**src/rtl/alu_share_arbiter_pkg.sv**
```systemverilog
// rtl/alu_share_arbiter_pkg.sv - shared ALU op codes and datapath width
package alu_share_arbiter_pkg;

  localparam int DATA_W = 32;
  localparam int SEL_W  = 4;

  typedef enum logic [SEL_W-1:0] {
    ALU_AND = 4'b0000,
    ALU_OR  = 4'b0001,
    ALU_ADD = 4'b0010,
    ALU_SUB = 4'b0110,
    ALU_SLT = 4'b0111,
    ALU_NOR = 4'b1100
  } alu_op_e;

endpackage

```
**src/rtl/alu_share_arbiter_alu.sv**
```systemverilog
// rtl/alu_share_arbiter_alu.sv - combinational 32-bit ALU with zero flag
module alu_share_arbiter_alu
  import alu_share_arbiter_pkg::*;
(
  input  logic [DATA_W-1:0] a,
  input  logic [DATA_W-1:0] b,
  input  logic [SEL_W-1:0]  sel,
  output logic [DATA_W-1:0] out,
  output logic              zf
);

  always_comb begin
    out = '0;
    case (sel)
      ALU_AND: out = a & b;
      ALU_OR:  out = a | b;
      ALU_ADD: out = a + b;
      ALU_SUB: out = a - b;
      ALU_SLT: out = DATA_W'(a < b);
      ALU_NOR: out = ~(a | b);
      default: out = '0;
    endcase
    zf = (out == '0);
  end

endmodule

```
**src/rtl/alu_share_arbiter_rr.sv**
```systemverilog
// rtl/alu_share_arbiter_rr.sv - round-robin grant search starting just above ptr
module alu_share_arbiter_rr #(
  parameter int NREQ = 2,
  parameter int ID_W = 1
) (
  input  logic [NREQ-1:0] req,
  input  logic [ID_W-1:0] ptr,
  output logic [NREQ-1:0] gnt,
  output logic [ID_W-1:0] gnt_idx,
  output logic            gnt_valid
);

  logic [ID_W-1:0] idx;

  always_comb begin
    gnt       = '0;
    gnt_idx   = '0;
    gnt_valid = 1'b0;
    idx       = '0;
    for (int off = 1; off <= NREQ; off++) begin
      idx = ID_W'((int'(ptr) + off) % NREQ);
      if (!gnt_valid && req[idx]) begin
        gnt_valid = 1'b1;
        gnt_idx   = idx;
        gnt[idx]  = 1'b1;
      end
    end
  end

endmodule

```
**src/rtl/alu_share_arbiter.sv**
```systemverilog
// rtl/alu_share_arbiter.sv - shares one ALU among NREQ requesters
// Round-robin pick into an operand stage, ALU result lands in the response stage.
module alu_share_arbiter
  import alu_share_arbiter_pkg::*;
#(
  parameter int NREQ = 2,
  parameter int ID_W = 1
) (
  input  logic                   clk,
  input  logic                   rst,
  input  logic [NREQ-1:0]        req_valid,
  output logic [NREQ-1:0]        req_ready,
  input  logic [NREQ*DATA_W-1:0] req_a,
  input  logic [NREQ*DATA_W-1:0] req_b,
  input  logic [NREQ*SEL_W-1:0]  req_sel,
  output logic                   resp_valid,
  input  logic                   resp_ready,
  output logic [ID_W-1:0]        resp_id,
  output logic [DATA_W-1:0]      resp_out,
  output logic                   resp_zf
);

  logic [ID_W-1:0]   ptr_q, ptr_d;
  logic              s1_v_q, s1_v_d;
  logic [DATA_W-1:0] s1_a_q, s1_a_d;
  logic [DATA_W-1:0] s1_b_q, s1_b_d;
  logic [SEL_W-1:0]  s1_sel_q, s1_sel_d;
  logic [ID_W-1:0]   s1_id_q, s1_id_d;
  logic              s2_v_q, s2_v_d;
  logic [DATA_W-1:0] resp_out_q, resp_out_d;
  logic              resp_zf_q, resp_zf_d;
  logic [ID_W-1:0]   resp_id_q, resp_id_d;

  logic [NREQ-1:0]   gnt;
  logic [ID_W-1:0]   gnt_idx;
  logic              gnt_valid;
  logic [DATA_W-1:0] alu_out;
  logic              alu_zf;
  logic              s2_load, s1_free, accept;

  alu_share_arbiter_rr #(.NREQ(NREQ), .ID_W(ID_W)) u_rr (
    .req       (req_valid),
    .ptr       (ptr_q),
    .gnt       (gnt),
    .gnt_idx   (gnt_idx),
    .gnt_valid (gnt_valid)
  );

  alu_share_arbiter_alu u_alu (
    .a   (s1_a_q),
    .b   (s1_b_q),
    .sel (s1_sel_q),
    .out (alu_out),
    .zf  (alu_zf)
  );

  always_comb begin
    // Operand stage frees up in the same cycle it hands its op forward.
    s2_load   = s1_v_q & (~s2_v_q | resp_ready);
    s1_free   = ~s1_v_q | s2_load;
    accept    = gnt_valid & s1_free & ~rst;
    req_ready = accept ? gnt : '0;

    ptr_d      = ptr_q;
    s1_v_d     = s1_v_q;
    s1_a_d     = s1_a_q;
    s1_b_d     = s1_b_q;
    s1_sel_d   = s1_sel_q;
    s1_id_d    = s1_id_q;
    s2_v_d     = s2_v_q;
    resp_out_d = resp_out_q;
    resp_zf_d  = resp_zf_q;
    resp_id_d  = resp_id_q;

    if (s2_load) begin
      s2_v_d     = 1'b1;
      resp_out_d = alu_out;
      resp_zf_d  = alu_zf;
      resp_id_d  = s1_id_q;
    end else if (resp_ready) begin
      s2_v_d = 1'b0;
    end

    if (accept) begin
      s1_v_d   = 1'b1;
      s1_a_d   = req_a[DATA_W*gnt_idx +: DATA_W];
      s1_b_d   = req_b[DATA_W*gnt_idx +: DATA_W];
      s1_sel_d = req_sel[SEL_W*gnt_idx +: SEL_W];
      s1_id_d  = gnt_idx;
      ptr_d    = gnt_idx;
    end else if (s2_load) begin
      s1_v_d = 1'b0;
    end
  end

  always_ff @(posedge clk) begin
    if (rst) begin
      ptr_q      <= ID_W'(NREQ - 1);
      s1_v_q     <= 1'b0;
      s1_a_q     <= '0;
      s1_b_q     <= '0;
      s1_sel_q   <= '0;
      s1_id_q    <= '0;
      s2_v_q     <= 1'b0;
      resp_out_q <= '0;
      resp_zf_q  <= 1'b0;
      resp_id_q  <= '0;
    end else begin
      ptr_q      <= ptr_d;
      s1_v_q     <= s1_v_d;
      s1_a_q     <= s1_a_d;
      s1_b_q     <= s1_b_d;
      s1_sel_q   <= s1_sel_d;
      s1_id_q    <= s1_id_d;
      s2_v_q     <= s2_v_d;
      resp_out_q <= resp_out_d;
      resp_zf_q  <= resp_zf_d;
      resp_id_q  <= resp_id_d;
    end
  end

  assign resp_valid = s2_v_q;
  assign resp_out   = resp_out_q;
  assign resp_zf    = resp_zf_q;
  assign resp_id    = resp_id_q;

endmodule
```
**config.mk**
```make
export PLATFORM = sky130hd
export DESIGN_NAME = alu_share_arbiter
export DESIGN_NICKNAME = d
export VERILOG_FILES = /design/src/rtl/alu_share_arbiter_pkg.sv /design/src/rtl/alu_share_arbiter_alu.sv /design/src/rtl/alu_share_arbiter_rr.sv /design/src/rtl/alu_share_arbiter.sv
export SDC_FILE = /design/constraint.sdc
export NUM_CORES = 1
export LEC_CHECK = 0
export ABC_CLOCK_PERIOD_IN_PS = 5900
export CORE_UTILIZATION = 30
export DETAILED_ROUTE_END_ITERATION = 6
export HOLD_SLACK_MARGIN = 0.02
export PLACE_DENSITY = 0.6
export SLEW_MARGIN = 20
export SYNTH_ARGS = -nofsm -noshare
export SYNTH_HDL_FRONTEND = slang
export SYNTH_SLANG_ARGS = --single-unit
```
**constraint.sdc**
```tcl
create_clock -name clk -period 5.9 [get_ports clk]
set_input_delay 1.18 -clock clk [delete_from_list [all_inputs] [get_ports clk]]
set_output_delay 1.18 -clock clk [all_outputs]
set_load 0.01 [all_outputs]
```
==> run_results.csv <==
group,metric,value,unit
global_routing,grt_pass1_vias,9603,
yosys,async_reset_ff_frac,0,
floorplanning,ios,178,
place,gp_congestion,0.936,
global_routing,top_usage_layer,"met2",
clocking,cts_hold_buf,0,
power,p_comb_frac,0.437,
power,p_seq_frac,0.318,
routing,drc,0,
sta,worstMarginPinSlew,1.01,ns
layout,nets,1658,
clocking,post_cts_buffers,0,
routing,drt_wl_total,33700,µm
yosys,synth_commonest_cells,"171 x nor2_1, 106 x dfxtp_1, 98 x ha_1, 95 x a211oi_1, 92 x inv_1",
global_routing,overflow,0,
yosys,yosysWarnings,0,
power,p_int,1.55,mW
global_routing,grt_start_max_net_pins,56,
sta,skew,0.0161,ns
yosys,netlist_area,9870,µm²
floorplanning,start_util,0.304,
run_status,status,"completed",
routing,drtPass1Iterations,7,
floorplanning,core_area,32500,µm²
place,port_buffers,177,
yosys,ys_seq_area_frac,0.215,
power,power.density,215,nW/µm²
power,vdd_drop_max,0.151,mV
sta,fin_hold_ws,0.457,ns
routing,vias_per_cell,5.56,
sta,final.min_clock_period,4.29,ns
clocking,clock_latency,0.38,ns
floorplanning,rows,66,
sta,relSlewSlack,0.319,
clocking,cts_buffers,9,
yosys,synthDistinctLibCells,80,
routing,wl_per_cell,18.1,µm
clocking,cts_max_level,3,
routing,drtIter0Drc,749,
setup_path,crit_path_max_fanout,27,
yosys,avgSynthCellArea,7.55,µm²
sta,timing.setup.tns,0,ns
place,dp_hpwl,25500,µm
global_routing,antenna_found_initial,0,
global_routing,track_usage,0.201,
setup_path,end_kind,"output port",
setup_path,r2r-start,"s1_a_q[13]$_SDFFE_PP0P_",
floorplanning,die_height,183,µm
layout,fillers,3395,
sta,rsz0062_at_grt,"no",
setup_path,crit_type,"in -> out",
yosys,yosys.area.top_type,"dfxtp_1",
floorplanning,die-area,33600,µm²
sta,hold_viol_final,0,
setup_path,crit_start,"req_valid[1]",
layout,n_antenna_cell,0,
layout,seq_area,2120,µm²
power,power_frac_clock,0.245,
setup_path,arrival,3.11,ns
clocking,clkTransAtPathRegs,0.09,ns
power,leakage,4.68,nW
sta,setup_viol,0,
worst_hold_path,min_from,"s1_id_q$_SDFFE_PP0P_",
global_routing,grt_use_met2,0.309,
global_routing,met1_usage,0.288,
clocking,numClockSinks,106,
yosys,synth_edf_count,0,
clocking,clock_path_buffers,2,
clocking,root_buffer,"clkbuf_16",
yosys,synth_top_area_frac,0.215,
clocking,cts_tree,"done",
clocking,cts_repair_resize_count,0,
layout,drive_above_1_share,0.0556,
routing,ant_nets,0,
yosys,yosysMostFrequentCell,"nor2_1",
yosys,synth_cells,1307,
power,p_switching,1.09,mW
power,swShare,0.413,
sta,fmax,0.233,GHz
layout,multi_input_area,7060,µm²
yosys,synth.area.top_cells,"dfxtp_1 21%, ha_1 12%, mux2i_1 7.3%",
worst_hold_path,hold_class,"reg -> reg",
global_routing,met3_usage,0.0274,
routing,via_count,10400,
global_routing,grt_pass1_wl,53700,µm
setup_path,crit_required,4.72,ns
sta,slew_viol_final,0,
yosys,synth_nets,1548,
yosys,synth-seq-cells,106,
layout,area_growth_syn_to_layout,24.5,%
setup_path,start_kind,"input port",
yosys,ys.flop_type,"dfxtp_1",
job,max_cap_violations,0,
floorplanning,die_w,183,µm
sta,period_share,0.727,
## final timing paths
path | to | slack (ns) | cells after the start
worst max register to register | resp_zf$_SDFFE_PP0P_ | 1.86 | 13
worst min register to register | resp_id$_SDFFE_PP0P_ | 0.46 | 2
worst max-delay path | req_ready[1] | 1.61 | 5
worst min-delay path | resp_id$_SDFFE_PP0P_ | 0.46 | 2
## power by group through the flow
stage          combinational (mW)  clock [mW]  sequential (mW)
4_1_cts                      1.14       0.668            0.840
6_report                     1.15       0.645            0.840
5_1_grt                      1.26       0.692            0.851
3_3_place_gp                 1.12           0            0.854
3_5_place_dp                 1.13           0            0.857
2_1_floorplan               0.745           0            0.843
## placed cells by master, fill, tap and decap left out, types with 5 or more instances in the layout
master	synthesis	final
a221o_1	11	11
o22ai_1	29	29
ha_1	98	98
nor3_1	41	41
o21ai_0	40	40
a211oi_1	95	95
nand2b_1	10	10
a31oi_1	6	6
a21o_1	10	10
a2111oi_0	8	8
o21a_1	14	13
o21bai_1	11	11
inv_1	92	92
a21oi_1	91	91
a22oi_1	35	35
nand3b_1	5	5
o211ai_1	7	7
a221oi_1	5	5
or2_2	10	10
dfxtp_1	106	105
nor2_1	171	170
nand3_1	16	15
o221ai_1	9	9
nand2_1	64	64
mux2i_1	72	72
o21ba_2	5	5
nor2b_1	6	5
o22a_1	5	5
clkdlybuf4s50_1	0	176
o211a_1	6	6
nor4_1	10	10
o31ai_1	12	12
and2_1	6	6
buf_4	2	18
nand4_1	18	18
clkbuf_16	0	9
and3_1	6	6
## layout make-up
cell class                      instances  share of cell area
Clock buffer                            9              0.0183
Clock inverter                          7             0.00651
Inverter                               95              0.0290
Multi-Input combinational cell       1011               0.574
Sequential cell                       106               0.173
Tap cell                              442              0.0450
Timing Repair Buffer                  194               0.154
## through the flow
step / worst slack [ns] / std cells / util / power (mW) / area (µm²)
after floorplan: 2.52 / 1307 / - / 1.59 / 9870
after global placement: 1.60 / 1848 / 0.369 / 1.98 / 12000
after detailed placement: 1.57 / 1848 / 0.369 / 1.99 / 12000
after CTS: 1.57 / 1864 / 0.379 / 2.65 / 12300
after global routing: 1.49 / 1864 / 0.379 / 2.81 / 12300
final: 1.61 / 1864 / 0.379 / 2.64 / 12300
## flip-flops by register name (all words and copies together) (netlist names)
signal      flops
resp_zf         1
ptr_q           1
s1_sel_q        4
s1_id_q         1
s1_v_q          1
s1_b_q         32
s1_a_q         32
resp_out       32
resp_valid      1
resp_id         1
## cells by family (layout without fill, tap and decap cells)
| kind of cell | count (synthesis) | count (layout) | synth area share |
|---|---|---|---|
| xor gates and xnor gates | 6 | 6 | 0.00532 |
| DFF | 106 | 106 | 0.215 |
| adders and majority gates | 100 | 100 | 0.128 |
| buffers and inverters | 190 | 305 | 0.0742 |
| AOI/OAI and AO/OA | 452 | 452 | 0.325 |
| and+or+nand+nor | 380 | 380 | 0.178 |
| muxes | 73 | 73 | 0.0742 |
## layer usage
layer  wire length [µm]  vias up  share of wire
met5                  0        -              0
met4                645        0          0.019
met3               2260       45          0.067
met2              14600      388           0.43
met1              16200     4873           0.48
li1                   -     5058              -
## critical path: stages
cell and delay [ns]:
clkdlybuf4s50_1 0.55, a21boi_4 0.19, buf_4 0.41, and2_1 0.24
clkdlybuf4s50_1 0.54
No activity file was read; power rests on OpenSTA's default activity.
